[config.mk]
export PLATFORM = sky130hd
export DESIGN_NAME = msg_tx_arb
export DESIGN_NICKNAME = d
export VERILOG_FILES = /design/src/rtl/msg_tx_arb_pkg.sv /design/src/rtl/msg_prio_enc.sv /design/src/rtl/msg_tx_arb.sv
export SDC_FILE = /design/constraint.sdc
export NUM_CORES = 1
export LEC_CHECK = 0
export ABC_CLOCK_PERIOD_IN_PS = 1500
export CORE_UTILIZATION = 36
export CTS_CLUSTER_SIZE = 12
export DETAILED_ROUTE_END_ITERATION = 8
export GPL_ROUTABILITY_DRIVEN = 0
export PLACE_DENSITY = 0.83
export REMOVE_ABC_BUFFERS = 1
export SKIP_LAST_GASP = 1
export SLEW_MARGIN = 15
export SYNTH_ARGS = -nofsm -noshare
export SYNTH_HDL_FRONTEND = slang
export SYNTH_SLANG_ARGS = --single-unit
[constraint.sdc]
create_clock -name clk -period 1.5 [get_ports clk]
set_clock_uncertainty 0.05 [all_clocks]
set_input_delay 0.3 -clock clk [delete_from_list [all_inputs] [get_ports clk]]
set_output_delay 0.3 -clock clk [all_outputs]
set_load 0.005 [all_outputs]
[src/rtl/msg_tx_arb_pkg.sv]
`default_nettype none
// msg_tx_arb_pkg: arbiter state encoding shared by the message transmit arbiter.
package msg_tx_arb_pkg;

  localparam logic [1:0] ARB_IDLE  = 2'd0;
  localparam logic [1:0] ARB_GRANT = 2'd1;
  localparam logic [1:0] ARB_GAP   = 2'd2;

  typedef enum logic [1:0] {
    ST_IDLE  = ARB_IDLE,
    ST_GRANT = ARB_GRANT,
    ST_GAP   = ARB_GAP
  } arb_state_e;

endpackage
`default_nettype wire

[src/rtl/msg_prio_enc.sv]
`default_nettype none
// msg_prio_enc: N-bit fixed-priority encoder, lowest set index wins.
module msg_prio_enc #(
  parameter  int N  = 3,
  localparam int IW = (N > 1) ? $clog2(N) : 1
) (
  input  logic [N-1:0]  vec_i,
  output logic          valid_o,
  output logic [IW-1:0] idx_o
);

  always_comb begin
    valid_o = |vec_i;
    idx_o   = '0;
    for (int i = N - 1; i >= 0; i--) begin
      if (vec_i[i]) idx_o = IW'(i);
    end
  end

endmodule
`default_nettype wire

[src/rtl/msg_tx_arb.sv]
`default_nettype none
// msg_tx_arb: grants the shared byte coder to one message source at a time, with an idle gap.
// Optional MSG_TIMEOUT_EN: a grant with no msg_end within TIMEOUT_CYC cycles is aborted.
module msg_tx_arb
  import msg_tx_arb_pkg::*;
#(
  parameter  int N_SRC       = 3,
  parameter  int GAP_CYC     = 2,
  parameter  int TIMEOUT_CYC = 4096,
  localparam int IDW         = $clog2(N_SRC)
) (
  input  logic               clk,
  input  logic               rst_n,
  input  logic [N_SRC-1:0]   req,
  output logic [N_SRC-1:0]   tx_en,
  input  logic [8*N_SRC-1:0] src_q,
  input  logic [N_SRC-1:0]   src_q_rdy,
  input  logic [N_SRC-1:0]   src_msg_end,
  output logic [7:0]         cd_q,
  output logic               cd_q_rdy,
  output logic [IDW-1:0]     grant_id,
  output logic               busy,
  output logic               timeout_err
);

  localparam int GW = $clog2(GAP_CYC + 1);

  arb_state_e         state_q, state_d;
  logic [N_SRC-1:0]   tx_en_q, tx_en_d;
  logic [IDW-1:0]     grant_id_q, grant_id_d;
  logic [GW-1:0]      gap_cnt_q, gap_cnt_d;
  logic               win_valid;
  logic [IDW-1:0]     win_idx;
  logic [7:0]         sel_q;
  logic               sel_rdy;
  logic               sel_end;

  msg_prio_enc #(.N(N_SRC)) u_prio_enc (
    .vec_i   (req),
    .valid_o (win_valid),
    .idx_o   (win_idx)
  );

  always_comb begin
    sel_q   = '0;
    sel_rdy = 1'b0;
    sel_end = 1'b0;
    for (int i = 0; i < N_SRC; i++) begin
      if (grant_id_q == IDW'(i)) begin
        sel_q   = src_q[8*i +: 8];
        sel_rdy = src_q_rdy[i];
        sel_end = src_msg_end[i];
      end
    end
  end

`ifdef MSG_TIMEOUT_EN
  localparam int TW = $clog2(TIMEOUT_CYC + 1);
  logic [TW-1:0] to_cnt_q, to_cnt_d;
  logic          timeout_err_q, timeout_err_d;
`endif

  always_comb begin
    state_d    = state_q;
    tx_en_d    = tx_en_q;
    grant_id_d = grant_id_q;
    gap_cnt_d  = gap_cnt_q;
`ifdef MSG_TIMEOUT_EN
    to_cnt_d      = to_cnt_q;
    timeout_err_d = 1'b0;
`endif
    unique case (state_q)
      ST_IDLE: begin
        if (win_valid) begin
          state_d          = ST_GRANT;
          tx_en_d          = '0;
          tx_en_d[win_idx] = 1'b1;
          grant_id_d       = win_idx;
`ifdef MSG_TIMEOUT_EN
          to_cnt_d         = '0;
`endif
        end
      end
      ST_GRANT: begin
        // A real msg_end takes precedence over a timeout expiring on the same cycle.
        if (sel_end) begin
          state_d   = ST_GAP;
          tx_en_d   = '0;
          gap_cnt_d = GW'(GAP_CYC - 1);
        end
`ifdef MSG_TIMEOUT_EN
        else if (to_cnt_q == TW'(TIMEOUT_CYC - 1)) begin
          state_d       = ST_GAP;
          tx_en_d       = '0;
          gap_cnt_d     = GW'(GAP_CYC - 1);
          timeout_err_d = 1'b1;
        end else begin
          to_cnt_d = to_cnt_q + TW'(1);
        end
`endif
      end
      ST_GAP: begin
        if (gap_cnt_q == '0) state_d = ST_IDLE;
        else                 gap_cnt_d = gap_cnt_q - GW'(1);
      end
      default: state_d = ST_IDLE;
    endcase
  end

  always_ff @(posedge clk or negedge rst_n) begin
    if (!rst_n) begin
      state_q    <= ST_IDLE;
      tx_en_q    <= '0;
      grant_id_q <= '0;
      gap_cnt_q  <= '0;
    end else begin
      state_q    <= state_d;
      tx_en_q    <= tx_en_d;
      grant_id_q <= grant_id_d;
      gap_cnt_q  <= gap_cnt_d;
    end
  end

`ifdef MSG_TIMEOUT_EN
  always_ff @(posedge clk or negedge rst_n) begin
    if (!rst_n) begin
      to_cnt_q      <= '0;
      timeout_err_q <= 1'b0;
    end else begin
      to_cnt_q      <= to_cnt_d;
      timeout_err_q <= timeout_err_d;
    end
  end

  assign timeout_err = timeout_err_q;
`else
  // TIMEOUT_CYC only shapes the watchdog, which is absent in this build.
  if (TIMEOUT_CYC < 1) begin : g_timeout_unused
  end

  assign timeout_err = 1'b0;
`endif

  assign tx_en    = tx_en_q;
  assign grant_id = grant_id_q;
  assign busy     = (state_q != ST_IDLE);
  assign cd_q     = (state_q == ST_GRANT) ? sel_q : 8'h00;
  assign cd_q_rdy = (state_q == ST_GRANT) && sel_rdy;

endmodule
`default_nettype wire

Yosys cells after proc, flatten, opt, wreduce, memory -nomap -nowiden

Cells that the tools add are included.

$lt $le $gt $ge: 2
Add/sub/neg operators: 1
Mux-type cells: 25
Equality and inequality tests: 8
Reductions and logical operators: 13

Operators with widths:

| kind                | number |
|---|---|
| $mux 8              | 4 |
| $mux 2              | 8 |
| $reduce_and 3->1    | 3 |
| $mux 1              | 7 |
| $logic_not 2->1     | 3 |
| $mux 3              | 2 |
| $ne 2x2->1 const B  | 3 |
| $pmux 2 s3          | 1 |
| $pmux 3 s2          | 1 |
| $reduce_bool 2->1   | 3 |
| $eq 2x1->1 const B  | 2 |
| $eq 2x2->1 const B  | 2 |
| $pmux 2 s2          | 1 |
| $lt 2x3->1 const B  | 1 |
| $reduce_or 3->1     | 1 |
| $demux 1 s2         | 1 |
| $ge 2x1->1 const B  | 1 |
| $logic_and 1x1->1   | 2 |
| $ne 2x1->1 const B  | 1 |
| $reduce_and 2->1    | 1 |
| $sub 2x1->2 const B | 1 |

Register bits after elaboration: 9
Output and inout port bits: 16
Input port bits: 35
Logic and storage cells: 53

Depth between registers and ports, before layout

Word-level depth: 9
Depth in mapped cells: 5
Gate-level depth less buffers: 5

Modules after synthesis

Synthesis repeated with hierarchy kept, for this count alone.

Cells, all modules: 100
Area total of the unflattened synthesis: 822.0 µm²

By module, submodules not included:

| module       | area each (µm²) | cells each | instances | seq. area each (µm²) |
|---|---|---|---|---|
| msg_tx_arb   | 802.0           | 97         | 1         | 225.2 |
| msg_prio_enc | 20.0            | 3          | 1         | 0.0 |

Worst setup path before layout

No wires, ideal clock.

Kind: register -> output
Start: register grant_id_q[0] (netlist: grant_id[0])
End: output port cd_q[0]
Buffers on the path: 1
Arrival time: 1.051 ns
Slack: 0.099 ns
Data required time: 1.150 ns
Stages on the path, launching flop included: 5
Cells stage by stage: dfrtp_1 -> buf_4 -> mux2_2 -> nand2_1 -> a21oi_1

Cells in the longest elaborated chain, start to end: 5
Elaborated cells between the ends (all ways): 7

Ends and longest elaborated chain:

| what                   | RTL line          | RTL |
|---|---|---|
| start, declared        | msg_tx_arb.sv:30  | `logic [IDW-1:0] grant_id_q, grant_id_d;` |
| start signal, assigned | msg_tx_arb.sv:119 | `grant_id_q <= grant_id_d;` |
| $logic_not 2->1        | msg_tx_arb.sv:49  | `if (grant_id_q == IDW'(i)) begin` |
| $mux 8 (2 in a row)    | msg_tx_arb.sv:49  |  |
| $mux 8 (*)             | msg_tx_arb.sv:49  |  |
| $mux 8 (*)             | msg_tx_arb.sv:147 | `assign cd_q = (state_q == ST_GRANT) ? sel_q : 8'h00;` |
| end, declared          | msg_tx_arb.sv:19  | `output logic [7:0] cd_q,` |

Every way passes the cells marked *; elsewhere a longest branch is shown, timed or not.

Worst setup path in the final report

Same ends and word-level chain as after synthesis.

==> results_dict.tcl <==
set metrics [dict create \
    core-area_um2 2022 \
    initial_utilization 0.3929 \
    total_leakage_power_nw 0.7096 \
    worst-endpoint-required_ns 1.15 \
    post_synth_inst_count 95 \
    synth.yosys.seq_area_share 0.2835 \
    viasPerCell 5.095 \
    p_total_mw 2.514 \
    tritoncts.num_buffers 3 \
    floorplan.die.height_um 48.98 \
    maxCapViolCount 0 \
    rows 16 \
    average_footprint_of_a_synthesized_cell_um2 8.363 \
    routed_wl_um 2504 \
    dieArea_um2 2399 \
    ys_seq_elements 9 \
    cts-root-buf "clkbuf_4" \
    setup_violations 14 \
    cts.reportedPaths.clkPinSlew_ns 0.07 \
    num_antenna_cells 0 \
    grt.overflow.total 0 \
    routed-wl-met2_um 1316 \
    ctsLongestPathBuffers 2 \
    worstSetupEndpointType "output port" \
    critPathLaunchType "flip-flop" \
    die_x_um 48.98 \
    critPathArrivalTime_ns 1.42 \
    route.detailed.drc 0 \
    wl_per_cell_um 13.25 \
    grt_pass1_wl_um 4257 \
    worst-path-max-fanout 6 \
    vias 963 \
    power.density_cell_area_nw_per_um2 1673 \
    gr-usage-all-layers 0.2308 \
    fillers 154 \
    route.layer.met1.wl_um 977 \
    violation_count_after_the_first_detailed_route_iteration 10 \
    grt_max_degree 11 \
    number_of_antenna_violations_at_the_first_check_in_global_routing 0 \
    fraction_of_final_layout_cells_with_drive_strength_greater_than_1 0.3951 \
    number_of_warning_messages_in_the_yosys_log 0 \
    area_delta_synth_final_pct 89.13 \
    buffer_ports.inserted 49 \
    setup-tns-final_ns -2.476 \
    criticalPathCategory "reg -> out" \
    drt_pass1_iterations 4 \
    routed.top_layer "met4" \
    failing_checks "setup timing" \
    htreeDepth 1 \
    final.setup.worst_slack_ns -0.2704 \
    min_period_over_period 1.180 \
    synth_cell_types 35 \
    rsz0062_at_grt "yes" \
    routed-wl-met3_um 163 \
    cpPeakStageDelay_ns 0.44 \
    synth.cell_area_um2 794.5 \
    result_of_the_run "finished, violations left" \
    vdd_drop_max_mv 0.8854 \
    seqCellArea_um2 226.5 \
    clk-insertion-delay-late_ns 0.26 \
    highest_clock_rate_mhz 564.8 \
    final_nets 199 \
    ant_nets 0 \
    placedInstanceArea_um2 1365 \
    first_global_vias 1012 \
    slew_viol_final 0 \
    standard_cell_with_the_maximum_stage_delay_on_the_critical_path "dfrtp_2" \
    final_area_um2 1503 \
    finalHoldViolCount 0 \
    min-delay-path-class "in -> async" \
    clock_sinks 9 \
    combined_area_of_the_multi_input_logic_cells_um2 586.8 \
    worstPathCellList "buf_6, mux2_4, nand2_2, a21oi_2, buf_2" \
    tritoncts "done" \
    period_minus_slack_ns 1.770 \
    pin_count 51 \
    dp_hpwl_um 1806 \
]
-- cells in the mapped netlist, drive strengths merged --
cell type,number,area (um2)
a32o,1,10.01
inv,8,30.03
a21o,1,7.510
nand2b,1,6.260
or2,1,6.260
nor3,1,5.000
nor2b,2,12.51
o32ai,1,8.760
conb,1,3.750
dfrtp,9,225.2
a21oi,12,63.81
nand2,21,78.83
buf,4,31.27
ha,1,12.51
and4b,1,10.01
nor2,4,17.52
nand3,1,5.000
and2b,1,7.510
a31oi,3,33.78
o221a,1,20.02
o21ai,2,10.01
clkbuf,1,5.000
xnor2,1,8.760
or3,1,11.26
mux2,10,116.4
o22ai,1,12.51
o211a,2,20.02
a22oi,2,15.01
-- where the power goes --
| part | total [mW] | internal [mW] | switching (mW) |
|---|---|---|---|
| sequential | 0.432 | 0.349 | 0.0829 |
| clock | 0.195 | 0.103 | 0.0925 |
| combinational | 1.89 | 1.04 | 0.850 |
-- final timing paths --
path                                    from           end  slack, ns  cells past startpoint
worst max-delay path             grant_id[0]       cd_q[0]      -0.27                      5
worst min-delay path                   rst_n      tx_en[1]       0.28                      1
worst max register to register   grant_id[0]    state_q[0]      -0.04                      5
worst min register to register  gap_cnt_q[1]  gap_cnt_q[1]       0.53                      2
max in group asynchronous              rst_n   grant_id[0]       0.80                      1
min in group clk                gap_cnt_q[1]  gap_cnt_q[1]       0.53                      2
-- cells in the final DEF, fill, tap and decap left out, types with 2 or more instances in the layout --
cell type        instances
a31oi_1                  2
a21oi_1                  7
nor2b_1                  2
clkdlybuf4s50_1         36
nand2_1                 15
buf_6                    4
a21oi_2                  5
inv_1                    7
o211a_1                  2
buf_2                   10
dfrtp_1                  8
clkbuf_4                 3
mux2_4                  10
buf_4                   15
nor2_1                   2
nand2_2                  6
-- critical path: cells and delay by family (launching register included) --
family	cells	cell delay, ns
buf+inv	2	0.29
compound gates	1	0.05
mux	1	0.30
flops	1	0.44
simple gates	1	0.08
-- metrics by stage --
step	worst slack [ns]	instances	hold WS, ns	util
final	-0.2704	189	0.2847	0.7432
after global placement	-0.4411	177	0.4475	0.6751
after CTS	-0.2741	188	0.3016	0.7240
after global routing	-0.3271	189	0.3026	0.7432
after detailed placement	-0.4550	177	0.4581	0.6751
after floorplan	-0.03943	90	-0.04559	-
-- what timing repair did --
| action | in CTS | in global routing |
|---|---|---|
| buffers inserted | 7 | 1 |
| gates resized for setup | 63 | 10 |
| pin swaps | 1 | 5 |
| hold buffers | 0 | 0 |
| hold endpoints to repair | 0 | 0 |
| setup endpoints to repair | 14 | 19 |
-- state kept, by name, indices dropped and copies added (netlist names) --
name	cells
state_q	2
tx_en	3
grant_id	2
gap_cnt_q	2
-- layer usage --
metal | up-vias | global-route usage
li1 | 459 | -
met5 | - | 0
met4 | 0 | 0.1176
met3 | 4 | 0.04984
met2 | 44 | 0.4352
met1 | 456 | 0.2357
-- final cells by class --
class / count / area share
timing repair buffer: 68 / 0.3988
sequential: 9 / 0.1507
inverter: 8 / 0.01998
tap: 27 / 0.02248
multi-input combinational: 73 / 0.3905
clock buffer: 4 / 0.01749
-- logic make-up after synthesis --
logic type,after synthesis,share of synthesized area
and+or+nand+nor,34,0.2016
muxes,10,0.1465
xor gates and xnor gates,1,0.01103
AOI/OAI and AO/OA,26,0.2535
DFF,9,0.2835
adders and majority gates,1,0.01575
buffers and inverters,13,0.08345
other,1,0.004720
(Power assumes the default switching activity.)
